--- src/rtl/branch_train_queue.sv ---
// branch_train_queue
//   In-order tracker that sits between the gshare predict port and its train port.
//   Every issued prediction {pc, taken, history} is queued. When the oldest branch
//   resolves, its entry is popped and a single registered train pulse is sent.
//   A misprediction empties the queue (younger entries are wrong-path) and
//   raises flush together with the train pulse.
//
// Ports
//   clk, rst_n                  clock, synchronous active-low reset
//   pred_valid/pc/taken/history prediction capture; pred_ready = not full
//   resolve_valid/taken         head resolution; resolve_ready = not empty
//   train_*                     registered train pulse; fields hold between pulses
//   flush                       pulses with a mispredicted train
//   count                       occupancy
//   overflow/underflow          sticky error flags, cleared by reset only

// One storage slot. Entries carry no reset: occupancy alone decides validity.
module btq_entry #(
  parameter int ENT_W = 15
) (
  input  logic             clk,
  input  logic             we,
  input  logic [ENT_W-1:0] d,
  output logic [ENT_W-1:0] q
);
  always_ff @(posedge clk)
    if (we) q <= d;
endmodule

module branch_train_queue #(
  parameter int PC_W   = 7,
  parameter int HIST_W = 7,
  parameter int DEPTH  = 4
) (
  input  logic                     clk,
  input  logic                     rst_n,
  input  logic                     pred_valid,
  input  logic [PC_W-1:0]          pred_pc,
  input  logic                     pred_taken,
  input  logic [HIST_W-1:0]        pred_history,
  output logic                     pred_ready,
  input  logic                     resolve_valid,
  input  logic                     resolve_taken,
  output logic                     resolve_ready,
  output logic                     train_valid,
  output logic [PC_W-1:0]          train_pc,
  output logic                     train_taken,
  output logic                     train_mispredicted,
  output logic [HIST_W-1:0]        train_history,
  output logic                     flush,
  output logic [$clog2(DEPTH):0]   count,
  output logic                     overflow,
  output logic                     underflow
);
  localparam int AW = $clog2(DEPTH);
  localparam int CW = AW + 1;

  typedef struct packed {
    logic [PC_W-1:0]   pc;
    logic              taken;
    logic [HIST_W-1:0] hist;
  } ent_t;

  localparam int ENT_W = $bits(ent_t);

  logic [AW-1:0]  wr_ptr, rd_ptr;
  logic [CW-1:0]  cnt;
  ent_t [DEPTH-1:0] ent_q;
  ent_t           wr_ent, head;
  logic           pop, mispred, push_acc;

  // Ready flags come only from the registered count, so a pop this cycle
  // never makes room for a push in the same cycle.
  assign pred_ready    = (cnt != CW'(DEPTH));
  assign resolve_ready = (cnt != '0);
  assign count         = cnt;

  assign head    = ent_q[rd_ptr];
  assign pop     = resolve_valid && resolve_ready;
  assign mispred = pop && (resolve_taken ^ head.taken);
  // A push alongside a misprediction is wrong-path and is simply dropped.
  assign push_acc = pred_valid && pred_ready && !mispred;

  assign wr_ent = '{pc: pred_pc, taken: pred_taken, hist: pred_history};

  for (genvar i = 0; i < DEPTH; i++) begin : g_ent
    btq_entry #(.ENT_W(ENT_W)) u_ent (
      .clk (clk),
      .we  (push_acc && (wr_ptr == AW'(i))),
      .d   (wr_ent),
      .q   (ent_q[i])
    );
  end

  always_ff @(posedge clk) begin
    if (!rst_n) begin
      wr_ptr             <= '0;
      rd_ptr             <= '0;
      cnt                <= '0;
      train_valid        <= 1'b0;
      train_pc           <= '0;
      train_taken        <= 1'b0;
      train_mispredicted <= 1'b0;
      train_history      <= '0;
      flush              <= 1'b0;
      overflow           <= 1'b0;
      underflow          <= 1'b0;
    end else begin
      train_valid <= pop;
      flush       <= mispred;
      if (pop) begin
        train_pc           <= head.pc;
        train_history      <= head.hist;
        train_taken        <= resolve_taken;
        train_mispredicted <= mispred;
      end
      if (pred_valid && !pred_ready && !mispred) overflow  <= 1'b1;
      if (resolve_valid && !resolve_ready)       underflow <= 1'b1;
      if (mispred) begin
        // Discard everything still in flight; the write side did not move.
        rd_ptr <= wr_ptr;
        cnt    <= '0;
      end else begin
        if (push_acc) wr_ptr <= wr_ptr + AW'(1);
        if (pop)      rd_ptr <= rd_ptr + AW'(1);
        cnt <= cnt + CW'(push_acc) - CW'(pop);
      end
    end
  end
endmodule

--- config.mk ---
export PLATFORM = sky130hd
export DESIGN_NAME = branch_train_queue
export DESIGN_NICKNAME = d
export VERILOG_FILES = /design/src/rtl/branch_train_queue.sv
export SDC_FILE = /design/constraint.sdc
export NUM_CORES = 1
export LEC_CHECK = 0
export CORE_ASPECT_RATIO = 1.1
export CORE_MARGIN = 2
export CORE_UTILIZATION = 50
export CTS_CLUSTER_SIZE = 10
export DETAILED_ROUTE_END_ITERATION = 8
export DONT_BUFFER_PORTS = 1
export MAX_ROUTING_LAYER = met4
export PLACE_DENSITY_LB_ADDON = 0.15
export SLEW_MARGIN = 5
export SYNTH_ARGS = -nofsm -noshare
export SYNTH_HDL_FRONTEND = slang
export SYNTH_SLANG_ARGS = --single-unit
--- constraint.sdc ---
create_clock -name clk -period 3.8 [get_ports clk]
set_input_delay 0.76 -clock clk [delete_from_list [all_inputs] [get_ports clk]]
set_output_delay 0.76 -clock clk [all_outputs]
set_load 0.01 [all_outputs]
==> run_results.csv <==
group,metric,value,unit
status,run_status,"completed",
clocking,cts-hold-fix-buffers,0,
critical_path,path_class,"reg2reg",
sta,period_share,82.6,%
clocking,cts_resized,0,
critical_path,reg2reg_to,"count[2]",
floorplan,pin_count,45,
pwr,powerDensity,723,mW/mm^2
routing,avgRoutedWirePerCell,18.8,microns
synthesis,synth.top_cell.area_share,54.6,%
global_route,grt_first_pass_wirelength,8830,microns
synthesis,ys_seq_area_share,71.0,%
critical_path,crit_path_max_fanout,23,
clocking,cts_buffer_depth,2,
sta,rsz0062_at_grt,"no",
critical_path,crit_start,"count[1]",
final_layout,final_cell_mix,"edfxtp_1 (60), nand2_1 (40), dfxtp_1 (27), a21oi_1 (17), mux4_2 (15)",
synthesis,synth-edff-count,60,
final_layout,drive_above_1_share,17.0,%
clocking,root_buffer,"clkbuf_8",
critical_path,r2r_cells,15,
sta,holdWs,0.495,ns
sta,max_slew_margin,41.9,%
sta,finalHoldViolCount,0,
floorplan,coreArea,0.00648,sq mm
sta,drv_slew,0,
synthesis,synth_area_per_cell,15.4,sq um
place,dp_hpwl,3670,microns
sta,setup_viol,0,
global_route,grt_pass1_vias,1818,
clocking,cts.clk_slew.worst_paths,0.09,ns
synthesis,yosysWarningCount,0,
pwr,p_leak,1.22,nW
sta,clock_skew,0.0110,ns
clocking,postCtsSetupBuffers,0,
global_route,antenna_found_initial,0,
hold_path,hp-class,"in2reg",
floorplan,die_h,89.2,microns
sta,fmax,0.319,GHz
critical_path,endpoint,"count[2]",
floorplan,rows,31,
routing,drt_pass1_iterations,4,
sta,tns,0,ns
synthesis,ys_ff_latch,87,
final_layout,mostFrequentLayoutCell,"edfxtp_1",
floorplan,die_w,81.4,microns
clocking,clkSinkCount,87,
hold_path,min_from,"pred_pc[3]",
job,maxCapViolations,0,
sta,fin_crit,3.14,ns
critical_path,r2r-start,"count[1]",
place,globalplace.congestion,0.718,
synthesis,synth_ff_type,"edfxtp_1",
final_layout,num_antenna_cells,0,
synthesis,yosys-top-cells-area,"edfxtp_1 (55%), dfxtp_1 (16%), mux4_2 (10%)",
synthesis,synth_cells,214,
synthesis,synth_cell_types,29,
synthesis,syn_nets,241,
synthesis,async_flop_share,0,%
floorplan,dieArea,0.00726,sq mm
global_route,grt_overflow,0,
global_route,grt_usage,17.9,%
routing,viasPerCell,5.56,
routing,drt-total-wl,5730,microns
final_layout,final_nets,245,
floorplan,initial_core_util,50.9,%
routing,drt-initial-drc-count,101,
synthesis,synth_top_area_cell,"edfxtp_1",
clocking,clk_latency,0.35,ns
clocking,numCtsBuffers,9,
critical_path,r2r_setup_slack,0.66,ns
critical_path,worstPathArrival,3.39,ns
clocking,cts_tree,"yes",
sta,worst_pin_slew,0.872,ns
critical_path,startpoint_type,"flop",
place,io_buffers,0,
clocking,h-tree-depth,3,
synthesis,syn_area,0.00330,sq mm
global_route,grt_max_degree,24,
critical_path,crit_path_end_kind,"flop",
critical_path,cp.required,4.05,ns
routing,drcViolationCount,0,
final_layout,area_growth,9.45,%
routing,antenna_left,0,
routing,vias,1697,
pwr,ir_drop,0.436,mV
==> area by class of cell <==
| type | instances | area, sq um |
|---|---|---|
| Clock buffer | 11 | 174 |
| Multi-Input combinational cell | 106 | 866 |
| Fill cell | 521 | 2870 |
| Clock inverter | 5 | 57.6 |
| Tap cell | 82 | 103 |
| Timing Repair Buffer | 4 | 30.0 |
| Sequential cell | 87 | 2340 |
| Inverter | 10 | 37.5 |
==> synth_stat cells, types with 2 or more instances <==
| cell | instances |
|---|---|
| edfxtp_1 | 60 |
| nand2_1 | 40 |
| ha_1 | 6 |
| dfxtp_1 | 27 |
| buf_2 | 3 |
| inv_1 | 10 |
| mux2i_1 | 2 |
| a211oi_1 | 2 |
| and3_1 | 4 |
| xnor2_1 | 2 |
| mux4_2 | 15 |
| and2_1 | 4 |
| clkbuf_1 | 6 |
| nor2_1 | 2 |
| a21oi_1 | 17 |
==> per-stage QoR <==
stage	std cells	utilization, %	setup WS, ns	area [sq um]	power [mW]
floorplan	214	-	1.04	3300	1.77
global placement	289	52.2	0.853	3380	1.91
detailed placement	289	52.2	0.642	3380	1.94
CTS	305	55.7	0.624	3610	2.64
global route	305	55.7	0.328	3610	2.75
finish	305	55.7	0.661	3610	2.61
==> state kept, by name (all words and copies together) (netlist names), 2 cells and up <==
name           cells
train_history      7
rd_ptr             2
g_ent.u_ent.q     60
train_pc           7
wr_ptr             2
count              3
==> layer usage <==
metal / track usage, % / vias to the layer above / wire length [microns]
li1: - / 781 / -
met1: 19.7 / 854 / 2320
met2: 29.7 / 51 / 2940
met3: 5.35 / 11 / 350
met4: 8.47 / 0 / 122
met5: - / - / 0
==> worst min-delay path by stage <==
stage                                 to  slack, ns  cells after the start
finish              g_ent[0].u_ent.q[11]       0.49                      0
global route         g_ent[3].u_ent.q[0]       0.48                      0
CTS                 g_ent[0].u_ent.q[11]       0.48                      0
detailed placement           train_taken       0.50                      2
global placement             train_taken       0.49                      2
floorplan                      wr_ptr[1]       0.48                      2
==> cells by family (layout without fill, tap and decap cells) <==
kind of cell / Yosys count / count (layout) / share of synthesized area, %
AND/OR/NAND/NOR: 55 / 55 / 7.25
buffers and inverters: 21 / 30 / 2.73
XOR/XNOR: 3 / 3 / 1.02
AO/OA/AOI/OAI: 24 / 24 / 4.25
flip-flops: 87 / 87 / 71.0
adder cells (fa/ha/maj): 7 / 7 / 2.88
multiplexers: 17 / 17 / 10.8
==> worst max-delay path, cell delays in order, from the launching register on <==
cell     delay [ns]
dfxtp_1        0.41
nor3_1         0.27
inv_1          0.14
nand2_1        0.09
buf_4          0.25
inv_1          0.06
buf_4          0.22
a21oi_2        0.32
inv_1          0.08
ha_1           0.28
inv_1          0.06
ha_1           0.13
inv_1          0.05
fa_1           0.38
xnor2_1        0.13
and3_1         0.17
==> report_power, final <==
part	internal [mW]	leakage, nW	switching [mW]
combinational	0.245	0.333	0.351
clock	0.386	0.120	0.324
sequential	1.19	0.769	0.112
Power figures use the tool's default switching activity.
